**config.mk**
```make
export PLATFORM = sky130hd
export DESIGN_NAME = rr_arbiter4_flat
export DESIGN_NICKNAME = d
export VERILOG_FILES = /design/src/rtl/rr_arbiter4_pkg.sv /design/src/rtl/rr_arbiter4_if.sv /design/src/rtl/rr_arbiter4_pick4.sv /design/src/rtl/rr_arbiter4.sv /design/src/flat_wrapper.sv
export SDC_FILE = /design/constraint.sdc
export NUM_CORES = 1
export LEC_CHECK = 0
export BUFFER_PORTS_ARGS = -buffer_cell sky130_fd_sc_hd__buf_4
export CAP_MARGIN = 20
export CORE_ASPECT_RATIO = 0.7
export CORE_MARGIN = 3
export CORE_UTILIZATION = 54
export CTS_BUF_LIST = sky130_fd_sc_hd__clkbuf_16
export CTS_CLUSTER_DIAMETER = 150
export DETAILED_ROUTE_END_ITERATION = 12
export PLACE_DENSITY_LB_ADDON = 0.3
export SLEW_MARGIN = 10
export SYNTH_ARGS = -nofsm -noshare
export SYNTH_HDL_FRONTEND = slang
export SYNTH_SLANG_ARGS = --single-unit
```
**constraint.sdc**
```tcl
create_clock -name clk -period 2.3 [get_ports clk]
set_input_delay 0.115 -clock clk [delete_from_list [all_inputs] [get_ports clk]]
set_output_delay 0.115 -clock clk [all_outputs]
set_load 0.02 [all_outputs]
```
**src/rtl/rr_arbiter4_pkg.sv**
```systemverilog
// Shared types and constants for the four-requester round-robin arbiter.
// Imported by the interface, the rotating picker and the arbiter top.
package rr_arbiter4_pkg;

  localparam int N_REQ  = 4;
  localparam int IDX_W  = 2;
  localparam int HOLD_W = 8;

  typedef enum logic {
    IDLE  = 1'b0,
    GRANT = 1'b1
  } arb_state_t;

  function automatic logic [N_REQ-1:0] onehot(input logic [IDX_W-1:0] idx);
    logic [N_REQ-1:0] v;
    v      = '0;
    v[idx] = 1'b1;
    return v;
  endfunction

endpackage

```
**src/rtl/rr_arbiter4_if.sv**
```systemverilog
// Request/grant bundle between four request sources and the arbiter.
// The arbiter takes the slave side; the request sources take the master side.
interface rr_arbiter4_if;
  import rr_arbiter4_pkg::*;

  logic              en;
  logic [N_REQ-1:0]  req;
  logic [N_REQ-1:0]  grant;
  logic [IDX_W-1:0]  grant_idx;
  logic              grant_valid;
  logic [HOLD_W-1:0] hold_cnt;

  modport master (
    output en,
    output req,
    input  grant,
    input  grant_idx,
    input  grant_valid,
    input  hold_cnt
  );

  modport slave (
    input  en,
    input  req,
    output grant,
    output grant_idx,
    output grant_valid,
    output hold_cnt
  );

endinterface

```
**src/rtl/rr_arbiter4_pick4.sv**
```systemverilog
// Rotating first-set-bit search: checks req[start], req[start+1], ... mod 4.
// Purely combinational; idx is meaningful only when found is high.
module rr_pick4
  import rr_arbiter4_pkg::*;
(
  input  logic [N_REQ-1:0] req,
  input  logic [IDX_W-1:0] start,
  output logic             found,
  output logic [IDX_W-1:0] idx
);

  logic [IDX_W-1:0] cand;

  // Walk from the farthest candidate back toward start so the nearest set bit wins.
  always_comb begin
    found = 1'b0;
    idx   = start;
    cand  = start;
    for (int k = N_REQ - 1; k >= 0; k--) begin
      cand = start + IDX_W'(k);
      if (req[cand]) begin
        found = 1'b1;
        idx   = cand;
      end
    end
  end

endmodule

```
**src/rtl/rr_arbiter4.sv**
```systemverilog
// Four-requester round-robin arbiter with registered one-hot grant and an
// optional hold limit that forces rotation when other requesters are waiting.
//
//   state | meaning
//   ------+-----------------------------------------------------------
//   IDLE  | no owner; next enabled request wins, searching from ptr
//   GRANT | owner holds the resource until release, en low or timeout
module rr_arbiter4
  import rr_arbiter4_pkg::*;
#(
  parameter int MAX_HOLD = 8
) (
  input  logic         clk,
  input  logic         rst_n,
  rr_arbiter4_if.slave bus
);

  localparam bit               HOLD_EN   = (MAX_HOLD != 0);
  localparam logic [HOLD_W-1:0] HOLD_LAST = (MAX_HOLD == 0) ? '0 : HOLD_W'(MAX_HOLD - 1);

  arb_state_t        state;
  logic [IDX_W-1:0]  ptr;
  logic [IDX_W-1:0]  owner;
  logic              valid_q;
  logic [N_REQ-1:0]  grant_q;
  logic [HOLD_W-1:0] hold_q;

  logic [N_REQ-1:0]  pick_req;
  logic [IDX_W-1:0]  pick_start;
  logic              pick_found;
  logic [IDX_W-1:0]  pick_idx;
  logic [IDX_W-1:0]  owner_next;
  logic              timeout;
  logic [HOLD_W-1:0] hold_inc;

  assign owner_next = owner + 1'b1;
  assign timeout    = HOLD_EN && (hold_q == HOLD_LAST);
  assign hold_inc   = (hold_q == '1) ? hold_q : hold_q + 1'b1;

  // While granted, the owner is masked out and searched last.
  always_comb begin
    if (state == GRANT) begin
      pick_req   = bus.req & ~onehot(owner);
      pick_start = owner_next;
    end else begin
      pick_req   = bus.req;
      pick_start = ptr;
    end
  end

  rr_pick4 u_pick (
    .req   (pick_req),
    .start (pick_start),
    .found (pick_found),
    .idx   (pick_idx)
  );

  always_ff @(posedge clk or negedge rst_n) begin
    if (!rst_n) begin
      state   <= IDLE;
      ptr     <= '0;
      owner   <= '0;
      valid_q <= 1'b0;
      grant_q <= '0;
      hold_q  <= '0;
    end else begin
      case (state)
        IDLE: begin
          if (bus.en && pick_found) begin
            state   <= GRANT;
            owner   <= pick_idx;
            valid_q <= 1'b1;
            grant_q <= onehot(pick_idx);
            hold_q  <= '0;
          end
        end

        GRANT: begin
          if (!bus.en) begin
            state   <= IDLE;
            ptr     <= owner_next;
            owner   <= '0;
            valid_q <= 1'b0;
            grant_q <= '0;
            hold_q  <= '0;
          end else if (!bus.req[owner]) begin
            ptr <= owner_next;
            if (pick_found) begin
              owner   <= pick_idx;
              grant_q <= onehot(pick_idx);
              hold_q  <= '0;
            end else begin
              state   <= IDLE;
              owner   <= '0;
              valid_q <= 1'b0;
              grant_q <= '0;
              hold_q  <= '0;
            end
          end else if (timeout) begin
            // With nobody waiting the owner simply starts a fresh hold window.
            if (pick_found) begin
              ptr     <= owner_next;
              owner   <= pick_idx;
              grant_q <= onehot(pick_idx);
            end
            hold_q <= '0;
          end else begin
            hold_q <= hold_inc;
          end
        end

        default: begin
          state   <= IDLE;
          owner   <= '0;
          valid_q <= 1'b0;
          grant_q <= '0;
          hold_q  <= '0;
        end
      endcase
    end
  end

  assign bus.grant       = grant_q;
  assign bus.grant_idx   = owner;
  assign bus.grant_valid = valid_q;
  assign bus.hold_cnt    = hold_q;

endmodule
```
**src/flat_wrapper.sv**
```systemverilog
// flat-port wrapper written by rule: the top's interface ports become plain ports
module rr_arbiter4_flat import rr_arbiter4_pkg::*;
#(
  parameter int MAX_HOLD = 8
)
  (clk, rst_n, bus_en, bus_req, bus_grant, bus_grant_idx, bus_grant_valid, bus_hold_cnt);
  rr_arbiter4_if bus_i ();
  input  logic clk;
  input  logic rst_n;
  input wire logic [$bits(bus_i.en)-1:0] bus_en;
  input wire logic [$bits(bus_i.req)-1:0] bus_req;
  output wire logic [$bits(bus_i.grant)-1:0] bus_grant;
  output wire logic [$bits(bus_i.grant_idx)-1:0] bus_grant_idx;
  output wire logic [$bits(bus_i.grant_valid)-1:0] bus_grant_valid;
  output wire logic [$bits(bus_i.hold_cnt)-1:0] bus_hold_cnt;
  assign bus_i.en = bus_en;
  assign bus_i.req = bus_req;
  assign bus_grant = bus_i.grant;
  assign bus_grant_idx = bus_i.grant_idx;
  assign bus_grant_valid = bus_i.grant_valid;
  assign bus_hold_cnt = bus_i.hold_cnt;
  rr_arbiter4 #(.MAX_HOLD(MAX_HOLD)) u_core (.clk(clk), .rst_n(rst_n), .bus(bus_i));
endmodule
```
## After elaboration in Yosys (flattened, before gate mapping)

Cells that the tools add are included.

- Register bits: 18
- Bits of input ports: 7
- Output and inout bits: 15
- Word-level logic and storage cells: 97

- Add/sub/neg operators: 5
- $lt $le $gt $ge: 8
- Equal/unequal tests: 10
- Multiplexer cells: 58
- Bitwise gates (word level): 3
- Reduce and logical (&&, ||, !) cells: 7

Operator list:

| cell | number |
|---|---|
| two-way mux 8 bit | 5 |
| two-way mux 2 bit | 15 |
| two-way mux 4 bit | 7 |
| two-way mux 1 bit | 19 |
| < comparator 2 x 3 -> 1 bit, second input constant | 6 |
| one-hot mux 8 bit (2 select lines) | 1 |
| binary-select mux 1 bit (select 2 bit) | 5 |
| AND reduction 3 bit | 3 |
| adder 8 x 1 -> 8 bit, second input constant | 1 |
| == test 8 x 3 -> 1 bit, second input constant | 1 |
| == test 8 bit, second input constant | 1 |
| inequality test 4 bit, second input constant | 2 |
| one-hot mux 4 bit (2 select lines) | 1 |
| inequality test 3 x 2 -> 1 bit, second input constant | 2 |
| inequality test 3 bit, second input constant | 2 |
| inequality test 5 bit, second input constant | 1 |
| adder 2 x 1 -> 2 bit, second input constant | 2 |
| adder 2 bit, second input constant | 2 |
| bitwise AND 4 bit | 1 |
| demux 1 bit (select 2 bit) | 2 |
| >= comparator 2 x 1 -> 1 bit, second input constant | 2 |
| inverter 4 bit | 1 |
| one-hot mux 1 bit (2 select lines) | 2 |
| one-hot mux 2 bit (2 select lines) | 1 |
| other kinds (4) | 6 |

## Longest topological paths before layout

- Depth after elaboration: 22
- Gate-level depth with buffers: 7
- Gate-level depth less buffers: 7

## By module

From an unflattened synthesis, not the netlist that was laid out.

- Cell total of the unflattened synthesis: 129
- Area total of the unflattened synthesis: 1241.2 µm²

Modules (own cells, without submodules):

| module | instances | cells an instance | area each (µm²) | seq. area each (µm²) |
|---|---|---|---|---|
| rr_arbiter4 | 1 | 113 | 1141.1 | 450.4 |
| rr_pick4 | 1 | 16 | 100.1 | 0.0 |

## Least setup slack after synthesis

No wires, ideal clock.

- Path type: flip-flop to flip-flop
- Start point: reg u_core.owner[1], in the netlist u_core.bus.grant_idx[1]
- End point: reg u_core.owner[0], in the netlist u_core.bus.grant_idx[0]
- Library setup time: 120 ps
- Data arrival time: 2049 ps
- Required time: 2180 ps
- Setup slack: 131 ps
- Stages on the path, launching flop included: 8
- Buffers on the path: 0
- Period minus slack after synthesis: 2169 ps
- Path through: dfrtp_1 inv_1 ha_1 a21boi_2 or4_4 a31o_1 or3_1 o211a_1

- Word-level cells in the longest chain between the ends: 18
- Elaborated cells on any way between the ends: 43
- Those cells by class: add/sub (4); order compare (2); eq/ne (3); mux (29); bitwise (2); reduce/logical (3)

Ends and longest elaborated chain:

| what | line | RTL |
|---|---|---|
| start: declaration | rr_arbiter4.sv:23 | `logic [IDX_W-1:0] owner;` |
| start signal: assignment | rr_arbiter4.sv:71 | `owner <= pick_idx;` |
| start signal: assignment | rr_arbiter4.sv:89 | `owner <= pick_idx;` |
| start signal: assignment | rr_arbiter4.sv:103 | `owner <= pick_idx;` |
| < comparator 2 x 3 -> 1 bit (implied by the code) / >= comparator 2 x 1 -> 1 bit (equally long branches) | rr_arbiter4_pkg.sv:17 | `v[idx] = 1'b1;` |
| logical AND 1 bit (implied by the code) | rr_arbiter4_pkg.sv:17 |  |
| two-way mux 1 bit (implied by the code) | rr_arbiter4_pkg.sv:17 |  |
| demux 1 bit (select 2 bit) | -- |  |
| inverter 4 bit | rr_arbiter4.sv:43 | `pick_req = bus.req & ~onehot(owner);` |
| bitwise AND 4 bit | rr_arbiter4.sv:43 |  |
| two-way mux 4 bit | rr_arbiter4.sv:42 | `if (state == GRANT) begin` |
| binary-select mux 1 bit (select 2 bit) | rr_arbiter4_pick4.sv:21 | `if (req[cand]) begin` |
| two-way mux 1 bit (implied by the code) | rr_arbiter4_pick4.sv:21 |  |
| two-way mux 2 bit (4 in series) | rr_arbiter4_pick4.sv:21 |  |
| two-way mux 2 bit | rr_arbiter4.sv:101 | `if (pick_found) begin` |
| two-way mux 2 bit | rr_arbiter4.sv:99 | `end else if (timeout) begin` |
| two-way mux 2 bit | rr_arbiter4.sv:86 | `end else if (!bus.req[owner]) begin` |
| two-way mux 2 bit | rr_arbiter4.sv:79 | `if (!bus.en) begin` |
| one-hot mux 2 bit (2 select lines) | rr_arbiter4.sv:67 | `case (state)` |

Several ways; a longest one is shown, not always the timed one. The select of a mux whose other input is x is not followed.
A chain may end at the register's enable or synchronous reset.

## Worst setup path after layout

Same ends and word-level chain as after synthesis.

==> run summary <==
The standard-cell row count is 13. The cell at the root of the clock tree is sky130_fd_sc_hd__clkbuf_16. The critical path arrival came out at 2.40 ns. Leaving out fill and tap cells, the most frequent cell in the layout is sky130_fd_sc_hd__buf_4.

Leaving out fill and tap cells, the most frequent cells in the layout are sky130_fd_sc_hd__buf_4, sky130_fd_sc_hd__dfrtp_1, sky130_fd_sc_hd__nand3_1, sky130_fd_sc_hd__nand2_1, sky130_fd_sc_hd__a22o_1. In this run the static leakage power is roughly 0.00075 µW. The final design instance area without fill came out at 1530 µm². The congestion estimate from routability-driven global placement came to between 0.8 and 0.9. The simple-gate share of the synthesized area came out at around a fifth. The final layout contains routed wiring with a total length of slightly above 3000 µm.

The post-synthesis area per instance is between 10 and 15 µm². The detail-routed via count per cell is approximately 6.5. The tree built by TritonCTS fans out to 18 sinks.

The critical path startpoint category is a flip-flop. After layout, the minimum clock period comes to between 2 and 2.5 ns. Based on the critical path, the design can be clocked at up to around 0.44 GHz.

The overall die height came out at about 45 µm. The combined global-route utilization of all metal layers came out at between 20% and 30%. The synthesized netlist devotes a little over a quarter of its cell area to compound gates. The area used by multi-input combinational logic came out at around 740 µm². The portion of the post-synthesis area used by sequential elements came out at 38.3%. The die width came out at 61.8 µm. The number of filler cells placed in the layout came out at 127. The gate family responsible for the most delay along the worst path is simple AND/OR/NAND/NOR gates.

Traced cell by cell, the critical path runs through inv_1 > ha_2 > a21boi_2 > or4_4 > a31o_4 > or3_1 > o211a_1. Detailed placement finished with a half-perimeter wire length of 2210 µm. The count of yosys warnings during synthesis came out at 0. TritonCTS built the clock tree. The part of the cycle the worst path needs is 98.4%.

The number of nets in the layout came out at around 160. The share of final-layout standard cells stronger than drive strength 1 is 34.2%. The antenna diode instance count came out at 0.

The iteration count of the initial detailed-routing pass came out at 4. The number of global-route vias before repair came out at around 980. The xor and xnor fraction of the mapped netlist area came out at 1.49%. The highest net fanout along the worst path is 6.

The top-level I/O count came out at 22. STA classifies the critical path endpoint as a flip-flop. The largest family of logic cells by synthesized area is compound AO/OA/AOI/OAI gates. Across all layers, the routed design uses roughly 1100 vias.

The number of nets handed over by synthesis was between 100 and 150. The number of H-tree levels came out at 1. The floorplan die area came out at approximately 2800 µm². At the worst endpoint, the required time is between 2 and 2.5 ns.

The setup path with the least slack is of type flip-flop to flip-flop. The number of buffers created by CTS is 3. Registers take 453 µm².

The run finished with clean final reports. The number of different library cells used by synthesis comes to 47. In this run the worst hold path is classified as input pin to flip-flop. The number of storage elements in the synthesis netlist came out at 18.

The adder-cell share of the synthesized area is under 10%. The power per standard cell area is around 1100 nW/µm². After detailed routing, the average wire length per cell comes to roughly 18 µm. The synthesized netlist cell count came out at between 100 and 150. The area growth from synthesis to layout is 29.8%. The starting utilization of the core area came out at ~60%. The initial antenna violation count is 0. The transition time at the pin with the least slew margin is about 0.38 ns. The number of buffers added on ports is 21. Summing every instance area after synthesis gives around 1200 µm². The worst-case clock skew came out at 0.00119 ns. The first global-routing pass estimated between 4000 and 5000 µm of wire. Counting both buffers and inverters, the worst setup path holds a total of 1. In the synthesized netlist, mux cells make up 6.49% of the area. The largest single stage delay on the critical path is approximately 0.58 ns. The number of buffers on the longest clock path came out at 2.

The remaining antenna violation count is 0. The number of pins with negative max-slew slack in the final report is 0. The worst-case headroom to the max-slew limit came out at 74.8%. The clock latency on the worst-skew pair came out at roughly 0.25 ns.

The number of failing hold endpoints at the final stage is 0. The overall overflow remaining after global route is 0. The post-placement cell area is 1400 µm².

The starting DRC count in detailed routing came out at 79. Setup violations remaining at the end of the flow were counted as 0. Across the run, the number of max-cap violations was 0.

The worst-case IR drop observed on VDD is between 0.8 and 0.9 mV. For this run, design rule violations remaining after detail routing come to 0. The critical path's slowest cell is sky130_fd_sc_hd__or4_4. After floorplanning, the core was sized to cover ~2000 µm². The clock transition at the registers of the reported paths came out at approximately 0.05 ns.

The final standard cell utilization of the core is 78.2%. Entering global routing, the biggest net connects 19 pins.
[layer usage]
| layer | GRT usage (%) | share of wire, % | up-vias |
|---|---|---|---|
| met3 | 6.29 | 7.3 | 2 |
| met1 | 36.3 | 47 | 532 |
| met2 | 33.4 | 45 | 51 |
| met5 | 0 | 0 | - |
| met4 | 5.93 | 0.42 | 0 |
| li1 | - | - | 508 |
[worst paths after layout]
check / start / end / slack [ns] / depth (start not counted)
max reg2reg: u_core.bus.grant_idx[1]$_DFFE_PN0P_ / u_core.bus.grant_idx[0]$_DFFE_PN0P_ / 0.04 / 7
min in group asynchronous: rst_n / u_core.bus.grant_valid$_DFFE_PN0P_ / 0.28 / 2
min: bus_en / u_core.bus.grant_valid$_DFFE_PN0P_ / 0.23 / 3
max: u_core.bus.grant_idx[1]$_DFFE_PN0P_ / u_core.bus.grant_idx[0]$_DFFE_PN0P_ / 0.04 / 7
max in group asynchronous: rst_n / u_core.bus.grant_idx[1]$_DFFE_PN0P_ / 1.81 / 2
min reg2reg: u_core.bus.grant[0]$_DFFE_PN0P_ / u_core.bus.grant[0]$_DFFE_PN0P_ / 0.50 / 1
[cells in the mapped netlist (all sizes together)]
cell / instances / share of area [%]
nand2b: 2 / 1.1
mux2: 3 / 2.9
o31ai: 1 / 0.64
o41ai: 1 / 1.4
nor2: 5 / 1.8
a221o: 1 / 0.85
nand4: 1 / 0.53
or2: 2 / 1.1
a221oi: 1 / 0.74
a21boi: 5 / 4.1
a21bo: 1 / 0.85
or4: 2 / 1.6
o211a: 1 / 0.85
a211o: 3 / 2.2
a211oi: 1 / 0.64
buf: 1 / 0.96
and3: 3 / 1.6
nand2: 9 / 2.9
mux4: 1 / 1.9
clkbuf: 1 / 0.32
o2bb2ai: 2 / 1.5
mux2i: 2 / 1.7
a21oi: 5 / 3.1
o2111a: 1 / 0.96
o21ai: 4 / 1.7
a22o: 5 / 3.7
inv: 3 / 0.96
ha: 5 / 5.3
a31oi: 1 / 0.53
nand3b: 1 / 0.64
dfrtp: 18 / 38
xor2: 1 / 0.74
xnor2: 1 / 0.74
a21o: 3 / 1.9
nand3: 9 / 3.8
or3: 2 / 1.1
nor3b: 3 / 2.3
a31o: 1 / 0.74
nor3: 3 / 1.3
[worst min-delay path: stages]
cell,delay (ns)
sky130_fd_sc_hd__buf_4,0.14
sky130_fd_sc_hd__a21oi_1,0.07
sky130_fd_sc_hd__a21oi_1,0.11
[metrics by stage]
stage	total power, µW	instances	hold WS (ns)	TNS [ns]	setup slack, ns
floorplan	977	115	-0.181	0	0.131
global placement	1200	163	-0.00392	0	0.179
detailed placement	1240	163	0.000805	0	0.0643
CTS	1590	168	0.214	0	0.0516
global route	1770	168	0.239	-0.0199	-0.0199
finish	1660	168	0.228	0	0.0368
[logic make-up after synthesis]
kind of cell    count (synthesis)
simple gates                   42
flops                          18
compound gates                 37
fa+ha+maj                       5
xor+xnor                        2
mux                             6
buf+inv                         5
[power breakdown]
group | internal [µW] | leakage [µW] | total [µW] | switching, µW
clock network | 231 | 0.0000385 | 350 | 118
registers | 405 | 0.000234 | 494 | 89.0
logic | 355 | 0.000474 | 815 | 461
total | 990 | 0.000746 | 1660 | 668
[registers in the layout, summed over array words and instances (netlist names)]
| name | count |
|---|---|
| u_core.bus.grant_valid | 1 |
| u_core.ptr | 2 |
| u_core.bus.hold_cnt | 8 |
| u_core.bus.grant_idx | 2 |
| u_core.state | 1 |
| u_core.bus.grant | 4 |
[what timing repair did]
item / 4_1_cts / 5_1_grt
resized for setup: 0 / 8
endpoints found under the setup margin: 0 / 12
buffers inserted: 0 / 0
hold buffers: 1 / 0
endpoints found under the hold margin: 18 / 0
[area by class of cell]
| class | count | share of cell area (%) |
|---|---|---|
| inverter | 3 | 0.738 |
| timing repair buffer | 29 | 14.4 |
| sequential | 18 | 29.7 |
| clock inverter | 1 | 0.246 |
| multi-input combinational | 92 | 48.2 |
| clock buffer | 3 | 4.92 |
| tap | 22 | 1.80 |
No activity file was read; power rests on OpenSTA's default activity.
